## config.mk

```make
export PLATFORM = sky130hd
export DESIGN_NAME = scan_decoder
export DESIGN_NICKNAME = d
export VERILOG_FILES = /design/src/rtl/scan_decoder_pkg.sv /design/src/rtl/dwell_timer.sv /design/src/rtl/scan_decoder.sv
export SDC_FILE = /design/constraint.sdc
export NUM_CORES = 1
export LEC_CHECK = 0
export ABC_CLOCK_PERIOD_IN_PS = 2400
export BUFFER_PORTS_ARGS = -buffer_cell sky130_fd_sc_hd__buf_2
export CORE_MARGIN = 2
export CORE_UTILIZATION = 30
export CTS_CLUSTER_DIAMETER = 150
export CTS_CLUSTER_SIZE = 30
export DETAILED_ROUTE_END_ITERATION = 7
export SLEW_MARGIN = 15
export SYNTH_ARGS = -nofsm -noshare
export SYNTH_HDL_FRONTEND = slang
export SYNTH_SLANG_ARGS = --single-unit
```

## constraint.sdc

```tcl
create_clock -name clk -period 2.4 [get_ports clk]
set_input_delay 0 -clock clk [delete_from_list [all_inputs] [get_ports clk]]
set_output_delay 0 -clock clk [all_outputs]
set_load 0.02 [all_outputs]
```

## src/rtl/scan_decoder_pkg.sv

```systemverilog
`default_nettype none
// ============================================================================
// Module      : scan_decoder_pkg
// Description : Shared types and helpers for the scan_decoder block. Holds the
//               FSM state type, the mode-pin encodings and a one-hot helper
//               usable at any select width up to c_MAX_SEL_W.
// Ports       : none (package)
// Revision    : 1.0 - initial release
// ============================================================================
package scan_decoder_pkg;

    typedef enum logic [1:0] {
        IDLE   = 2'd0,
        DIRECT = 2'd1,
        SCAN   = 2'd2
    } state_t;

    localparam logic MODE_DIRECT = 1'b0;
    localparam logic MODE_SCAN   = 1'b1;

    // Widest select the helper supports; callers size-cast in and out.
    localparam int c_MAX_SEL_W = 8;
    localparam int c_MAX_OUT_W = 2 ** c_MAX_SEL_W;

    function automatic logic [c_MAX_OUT_W-1:0] onehot(input logic [c_MAX_SEL_W-1:0] idx);
        onehot      = '0;
        onehot[idx] = 1'b1;
    endfunction

endpackage
`default_nettype wire

```

## src/rtl/dwell_timer.sv

```systemverilog
`default_nettype none
// ============================================================================
// Module      : dwell_timer
// Description : Loadable down-counter pacing the scan steps. The count parks
//               at zero and zero is flagged combinationally so the owner can
//               step and reload in the same cycle.
// Ports       : clk   - clock
//               rst_n - asynchronous active-low reset
//               clr   - synchronous clear to zero (highest priority)
//               load  - load counter from dwell
//               en    - decrement enable
//               dwell - reload value
//               zero  - counter currently reads zero
// Revision    : 1.0 - initial release
// ============================================================================
module dwell_timer
    import scan_decoder_pkg::*;
#(
    parameter int DWELL_W = 8
) (
    input  logic               clk,
    input  logic               rst_n,
    input  logic               clr,
    input  logic               load,
    input  logic               en,
    input  logic [DWELL_W-1:0] dwell,
    output logic               zero
);

    logic [DWELL_W-1:0] r_count;

    always_ff @(posedge clk or negedge rst_n) begin
        if (!rst_n) begin
            r_count <= '0;
        end else if (clr) begin
            r_count <= '0;
        end else if (load) begin
            r_count <= dwell;
        end else if (en && (r_count != '0)) begin
            r_count <= r_count - DWELL_W'(1);
        end
    end

    assign zero = (r_count == '0);

endmodule
`default_nettype wire

```

## src/rtl/scan_decoder.sv

```systemverilog
`default_nettype none
// ============================================================================
// Module      : scan_decoder
// Description : Binary-to-one-hot decoder with registered output. Direct mode
//               decodes codes accepted over a valid/ready port; scan mode
//               walks the active line across all outputs with a programmable
//               dwell. en low blanks the output and parks the FSM.
// Ports       : clk     - clock
//               rst_n   - asynchronous active-low reset
//               en      - block enable
//               mode    - 0 direct, 1 scan
//               a       - select code (direct mode)
//               a_valid - a is valid
//               a_ready - code accepted when a_valid && a_ready
//               dwell   - cycles per scan step minus one
//               y       - one-hot output (registered)
//               idx     - binary index of active line (registered)
//               wrap    - pulse when scan returns to line 0
// Revision    : 1.0 - initial release
// ============================================================================
module scan_decoder
    import scan_decoder_pkg::*;
#(
    parameter int SEL_W   = 2,   // must not exceed c_MAX_SEL_W
    parameter int DWELL_W = 8
) (
    input  logic                  clk,
    input  logic                  rst_n,
    input  logic                  en,
    input  logic                  mode,
    input  logic [SEL_W-1:0]      a,
    input  logic                  a_valid,
    output logic                  a_ready,
    input  logic [DWELL_W-1:0]    dwell,
    output logic [(2**SEL_W)-1:0] y,
    output logic [SEL_W-1:0]      idx,
    output logic                  wrap
);

    localparam int OUT_W = 2 ** SEL_W;

    state_t             r_state;
    state_t             w_state_nxt;
    logic               w_a_ready;
    logic               w_xfer;
    logic               w_scan_entry;
    logic               w_tmr_clr;
    logic               w_tmr_load;
    logic               w_tmr_en;
    logic               w_tmr_zero;
    logic [SEL_W-1:0]   w_idx_inc;
    logic [SEL_W-1:0]   r_idx;
    logic [OUT_W-1:0]   r_y;
    logic               r_wrap;

    always_ff @(posedge clk or negedge rst_n) begin
        if (!rst_n) begin
            r_state <= IDLE;
        end else begin
            r_state <= w_state_nxt;
        end
    end

    // The next state depends only on en/mode, so every output register is
    // updated from the state the block is about to enter; this gives the
    // one-cycle reaction to blanking and mode changes.
    always_comb begin
        w_state_nxt  = IDLE;
        w_a_ready    = 1'b0;
        w_xfer       = 1'b0;
        w_scan_entry = 1'b0;
        w_tmr_clr    = 1'b0;
        w_tmr_load   = 1'b0;
        w_tmr_en     = 1'b0;
        if (en) begin
            w_state_nxt = (mode == MODE_SCAN) ? SCAN : DIRECT;
        end
        w_a_ready    = en && (mode == MODE_DIRECT);
        w_xfer       = a_valid && w_a_ready;
        w_scan_entry = (w_state_nxt == SCAN) && (r_state != SCAN);
        w_tmr_clr    = (w_state_nxt == IDLE);
        w_tmr_en     = (w_state_nxt == SCAN);
        // Reload on entry and on every step, so a new dwell lands at the next step.
        w_tmr_load   = w_scan_entry || (w_tmr_en && w_tmr_zero);
    end

    assign w_idx_inc = r_idx + SEL_W'(1);

    dwell_timer #(
        .DWELL_W (DWELL_W)
    ) u_dwell_timer (
        .clk   (clk),
        .rst_n (rst_n),
        .clr   (w_tmr_clr),
        .load  (w_tmr_load),
        .en    (w_tmr_en),
        .dwell (dwell),
        .zero  (w_tmr_zero)
    );

    always_ff @(posedge clk or negedge rst_n) begin
        if (!rst_n) begin
            r_y    <= '0;
            r_idx  <= '0;
            r_wrap <= 1'b0;
        end else begin
            r_wrap <= 1'b0;
            case (w_state_nxt)
                IDLE: begin
                    r_y   <= '0;
                    r_idx <= '0;
                end
                DIRECT: begin
                    if (w_xfer) begin
                        r_idx <= a;
                        r_y   <= OUT_W'(onehot(c_MAX_SEL_W'(a)));
                    end
                end
                SCAN: begin
                    if (w_scan_entry) begin
                        r_idx <= '0;
                        r_y   <= OUT_W'(1);
                    end else if (w_tmr_zero) begin
                        r_idx  <= w_idx_inc;
                        r_y    <= OUT_W'(onehot(c_MAX_SEL_W'(w_idx_inc)));
                        // Stepping off the last line is the return to line 0.
                        r_wrap <= &r_idx;
                    end
                end
                default: begin
                    r_y   <= '0;
                    r_idx <= '0;
                end
            endcase
        end
    end

    assign a_ready = w_a_ready;
    assign y       = r_y;
    assign idx     = r_idx;
    assign wrap    = r_wrap;

endmodule
`default_nettype wire

```

==> Word level (Yosys, flattened, before mapping) <==
Index checks and enable logic that the tools add are counted.
{ "totals": {"ff_bits": 17, "in_bits": 15, "out_inout_bits": 8, "elab_cells": 51} }
{ "op_classes": {"add_sub_neg": 2, "magnitude_cmp": 4, "n_eq_ne": 5, "n_mux": 20, "bitwise": 1, "reduce_logical": 14} }
{ "ops": {"columns": ["op", "count"], "rows": [
  ["2-to-1 mux 8 bit", 3],
  ["less-than comparator 2 x 9 -> 1 bit, second input constant", 2],
  ["2-to-1 mux 4 bit", 3],
  ["2-to-1 mux 2 bit", 5],
  ["zero test 8 bit", 1],
  ["case mux 4 bit (2 select lines)", 1],
  ["nonzero test 8 bit", 1],
  ["subtractor 8 x 1 -> 8 bit, second input constant", 1],
  ["logical AND 1 bit", 7],
  ["2-to-1 mux 1 bit", 5],
  ["demux 1 bit (select 2 bit)", 2],
  [">= comparator 2 x 1 -> 1 bit, second input constant", 2],
  ["!= test 2 bit, second input constant", 2],
  ["case mux 2 bit (2 select lines)", 1],
  ["AND reduction 2 bit", 2],
  ["!= test 3 bit, second input constant", 1],
  ["nonzero test 3 bit", 1],
  ["adder 2 x 1 -> 2 bit, second input constant", 1],
  ["== test 2 x 1 -> 1 bit, second input constant", 1],
  ["== test 2 bit, second input constant", 1],
  ["zero test 2 bit", 1],
  ["logical OR 1 bit", 1],
  ["NOT 1 bit", 1]
]} }

==> Logic depth before layout (Yosys ltp) <==
{ "depth": {"word_depth": 8, "depth_mapped": 7, "mapped_depth_nobuf": 6} }

==> Hierarchy <==
A second synthesis with hierarchy kept.
{ "unflattened": {"hier_cells": 117, "area_unflattened_um2": 1109.8} }
{ "by_module_without_submodules": {"columns": ["module", "n_inst", "cells_per_inst", "area_per_inst_um2", "seq_area_each_um2"], "rows": [
  ["dwell_timer", 1, 61, 555.5, 200.2],
  ["scan_decoder", 1, 56, 554.3, 225.2]
]} }

==> Worst setup path before layout <==
Ideal clock, no wire load.
{ "synth_path": {"path_type": "register to register", "startpoint": "reg u_dwell_timer.r_count[0]", "endpoint": "reg r_y[0], in the netlist y[0]", "setup_ps": 125, "arrival_time_ps": 1880, "required_time_ps": 2275, "path_slack_ps": 395, "path_stages_with_launch": 8, "synth_period_minus_slack_ps": 2005, "path_cell_list": "dfrtp_1 > inv_1 > ha_1 > or4b_4 > o21ai_4 > o21a_4 > buf_8 > mux2_4"} }
{ "synth_via": {"elab_chain_cells": 3} }
{ "synth_rtl": {"columns": ["item", "line_no", "source"], "rows": [
  ["start, declared", "dwell_timer.sv:30", "logic [DWELL_W-1:0] r_count;"],
  ["start signal, assigned", "dwell_timer.sv:38", "r_count <= dwell;"],
  ["start signal, assigned", "dwell_timer.sv:40", "r_count <= r_count - DWELL_W'(1);"],
  ["zero test 8 bit", "dwell_timer.sv:44", "assign zero = (r_count == '0);"],
  ["!= test 3 bit (no source line)", null, null],
  ["AND reduction 2 bit (no source line)", null, null],
  ["end signal, assigned", "scan_decoder.sv:116", "r_y <= OUT_W'(onehot(c_MAX_SEL_W'(a)));"],
  ["end signal, assigned", "scan_decoder.sv:125", "r_y <= OUT_W'(onehot(c_MAX_SEL_W'(w_idx_inc)));"],
  ["end, declared", "scan_decoder.sv:53", "logic [OUT_W-1:0] r_y;"]
]} }
No other way between the ends.
A chain may end at the register's enable or synchronous reset.

==> Worst setup path in the final report <==
Ends and elaborated chain as after synthesis.

==> impl_metrics.env <==
export IMPL_outcome="finished clean"
export IMPL_period_share_pct=87.70
export IMPL_synth_cell_type_count=42
export IMPL_grt_util_all_layers_pct=13.11
export IMPL_grt_use_met2_pct=19.81
export IMPL_synthesis_instances=97
export IMPL_fin_nets=152
export IMPL_async_flop_share_pct=100.0
export IMPL_timing_fmax_mhz=475.1
export IMPL_synth_ff_latch_count=17
export IMPL_grt_pass1_wl_um=4050
export IMPL_regArea_um2=425.4
export IMPL_io_pins=23
export IMPL_num_antenna_cells=0
export IMPL_timing_final_crit_period_ns=2.105
export IMPL_num_vias=879
export IMPL_port_buffer_count=22
export IMPL_cp_slowest_cell="or4b_4"
export IMPL_min_path_type="primary input to flop"
export IMPL_die_w_um=63.01
export IMPL_routedWlPerCell_um=13.57
export IMPL_finalSetupViolations=0
export IMPL_grt_pass1_vias=881
export IMPL_post_cts_resized=0
export IMPL_hold_viol_final=0
export IMPL_slowest_delay_ns=0.49
export IMPL_worst_slew_pin_slew_ns=0.4193
export IMPL_rrSetupSlack_ns=0.30
export IMPL_critPathLaunchType="flop"
export IMPL_p_int_uw=456.8
export IMPL_peakVddDrop_mv=0.2103
export IMPL_grt_max_degree=18
export IMPL_slew_headroom_pct=71.99
export IMPL_antenna_found_initial=0
export IMPL_p_leak_uw=0.0006417
export IMPL_clk_latency_ns=0.30
export IMPL_criticalPathCategory="flop to flop"
export IMPL_p_per_area_mw_per_mm2=526.0
export IMPL_syn_area_mm2=0.001045
export IMPL_clk_pin_slew_ns=0.12
export IMPL_final_antenna_net_count=0
export IMPL_n_fill_cell=345
export IMPL_power_switching_uw=231.0
export IMPL_synth_nets=119
export IMPL_grt_ovfl_total=0
export IMPL_core_mm2=0.003337
export IMPL_synth_ff_type="dfrtp_1"
export IMPL_clock_power_share_pct=24.0
export IMPL_synth_edff_count=0
export IMPL_drv_slew=0
export IMPL_placementRows=21
export IMPL_syn_avg_cell_area_um2=10.77
export IMPL_swShare_pct=33.58
export IMPL_design_power_total_uw=687.8
export IMPL_yosys_warnings=0
export IMPL_arrival_ns=2.30
export IMPL_hold_slack_ns=0.01510
export IMPL_synthMuxAreaShare_pct=7.665
export IMPL_synth_top_family_by_area="compound AO/OA/AOI/OAI gates"
export IMPL_dieArea_mm2=0.003970
export IMPL_cts_buffers=3
export IMPL_cts_setup_buffers=0
export IMPL_dp_hpwl_um=1718
export IMPL_worstSetupEndpointType="flop"
export IMPL_finalClockSkew_ns=0.01059
export IMPL_met3_usage_pct=4.505
export IMPL_combPwrFrac_pct=26.5
export IMPL_synthAdderAreaFrac_pct=8.383
export IMPL_drc=0
export IMPL_tns_ns=0
export IMPL_htreeDepth=1
export IMPL_drt_iter0_markers=49
export IMPL_routed_wl_um=2374
export IMPL_chipHeight_um=63.01
export IMPL_yosysSeqAreaShare_pct=40.72
export IMPL_rsz0062_at_grt="false"
export IMPL_clock_sinks=17
export IMPL_cts_tree="yes"
export IMPL_final_layout_size_suffix_gt1_share_pct=27.91
export IMPL_cts_max_path_buffers=2
export IMPL_gp_congestion=0.8401
export IMPL_power_frac_seq_pct=49.4
export IMPL_cap_violations=0
export IMPL_multi_input_area_um2=568.0
export IMPL_cts_root_buf="clkbuf_4"
export IMPL_dr_pass1_iters=4
export IMPL_yosys_area_share_simple_pct=15.21
export IMPL_synth_compound_area_share_pct=23.11
export IMPL_syn_to_final_growth_pct=25.15
export IMPL_synth_xor_area_share_pct=0
export IMPL_busiest_layer="met2"
export IMPL_utilization_pct=39.18
export IMPL_crit_chain="inv_1 -> ha_1 -> or4b_4 -> o21ai_4 -> o21a_4 -> mux2_4"
export IMPL_cp_max_fo=10
export IMPL_worst_ep_required_time_ns=2.59
export IMPL_met1_usage_pct=17.47
export IMPL_routed_via_density=5.023
export IMPL_initial_core_util_pct=31.31
flip-flops by register name (all words and copies together) (netlist names):
| name | flops |
|---|---|
| u_dwell_timer.r_count | 8 |
| r_state | 2 |
| wrap | 1 |
| y | 4 |
| idx | 2 |
cells in the mapped netlist (3+ instances only):
| library cell | instances | area (um2) |
|---|---|---|
| dfrtp_1 | 17 | 425.4 |
| ha_1 | 7 | 87.58 |
| nand2_1 | 7 | 26.28 |
| inv_1 | 6 | 22.52 |
| a21oi_1 | 4 | 20.02 |
| mux2_4 | 4 | 60.06 |
| o21ai_0 | 4 | 20.02 |
| nor3_1 | 3 | 15.01 |
| o31ai_1 | 3 | 22.52 |
cells by family (layout without fill, tap and decap cells):
logic type	Yosys count	after routing
AOI/OAI and AO/OA	30	30
muxes	6	6
buffers and inverters	10	42
adders and majority gates	7	7
DFF	17	17
and+or+nand+nor	27	27
worst max-delay path: cells and delay by family (launching register included):
kind	cells	cell delay (ns)
AOI/OAI and AO/OA	2	0.54
and+or+nand+nor	1	0.49
DFF	1	0.43
muxes	1	0.30
adders and majority gates	1	0.14
buffers and inverters	1	0.09
repair_timing:
item,CTS,global route
hold buffers,9,0
endpoints found under the hold margin,26,0
endpoints found under the setup margin,0,0
area by class of cell:
type                       count  area share (%)
tap                           46           4.402
multi-input combinational     70           43.45
sequential                    17           32.54
inverter                       7           2.010
timing repair buffer          31           15.31
clock inverter                 1          0.5742
clock buffer                   3           1.722
per-stage QoR:
step | cell area (um2) | setup WS (ns) | instances
2_1_floorplan | 1045 | 0.3949 | 97
3_3_place_gp | 1187 | 0.3435 | 162
3_5_place_dp | 1187 | 0.3137 | 162
4_1_cts | 1308 | 0.2914 | 175
5_1_grt | 1308 | 0.1664 | 175
6_report | 1308 | 0.2951 | 175
layer usage:
| metal | vias to the layer above | part of all wire (%) |
|---|---|---|
| li1 | 430 | - |
| met1 | 417 | 48 |
| met2 | 30 | 45 |
| met3 | 2 | 5.4 |
| met4 | 0 | 1.1 |
| met5 | - | 0 |
cells in the final DEF, fill, tap and decap left out, types with 2 or more instances in the layout:
master | Yosys | final
nor3_1 | 3 | 3
dlygate4sd3_1 | 0 | 9
mux2i_1 | 2 | 2
nor4_1 | 2 | 2
buf_2 | 2 | 22
nand2_1 | 7 | 7
a211o_1 | 2 | 2
mux2_4 | 4 | 4
nand3_1 | 2 | 2
ha_1 | 7 | 7
a21oi_1 | 4 | 4
a22oi_1 | 2 | 2
o31ai_1 | 3 | 3
clkbuf_4 | 0 | 3
nor2_1 | 2 | 2
inv_1 | 6 | 6
dfrtp_1 | 17 | 17
a221o_1 | 2 | 2
o21ai_0 | 4 | 4
o21bai_1 | 2 | 2
power groups by stage:
stage / Sequential (uW) / Clock, uW / Combinational (uW)
floorplan: 345 / 0 / 121
global placement: 343 / 0 / 166
detailed placement: 344 / 0 / 172
CTS: 340 / 170 / 183
global route: 343 / 191 / 200
finish: 340 / 165 / 183
path summary, 6_finish.rpt:
kind,cells after the start,to,start
worst max-delay path,6,y[0],u_dwell_timer.r_count[0]
worst min-delay path,3,r_state[1],mode
worst max register to register,6,y[0],u_dwell_timer.r_count[0]
worst min register to register,1,y[3],y[3]
max in group asynchronous,2,y[0],rst_n
min in group asynchronous,2,u_dwell_timer.r_count[1],rst_n
No activity file was read; power rests on OpenSTA's default activity.
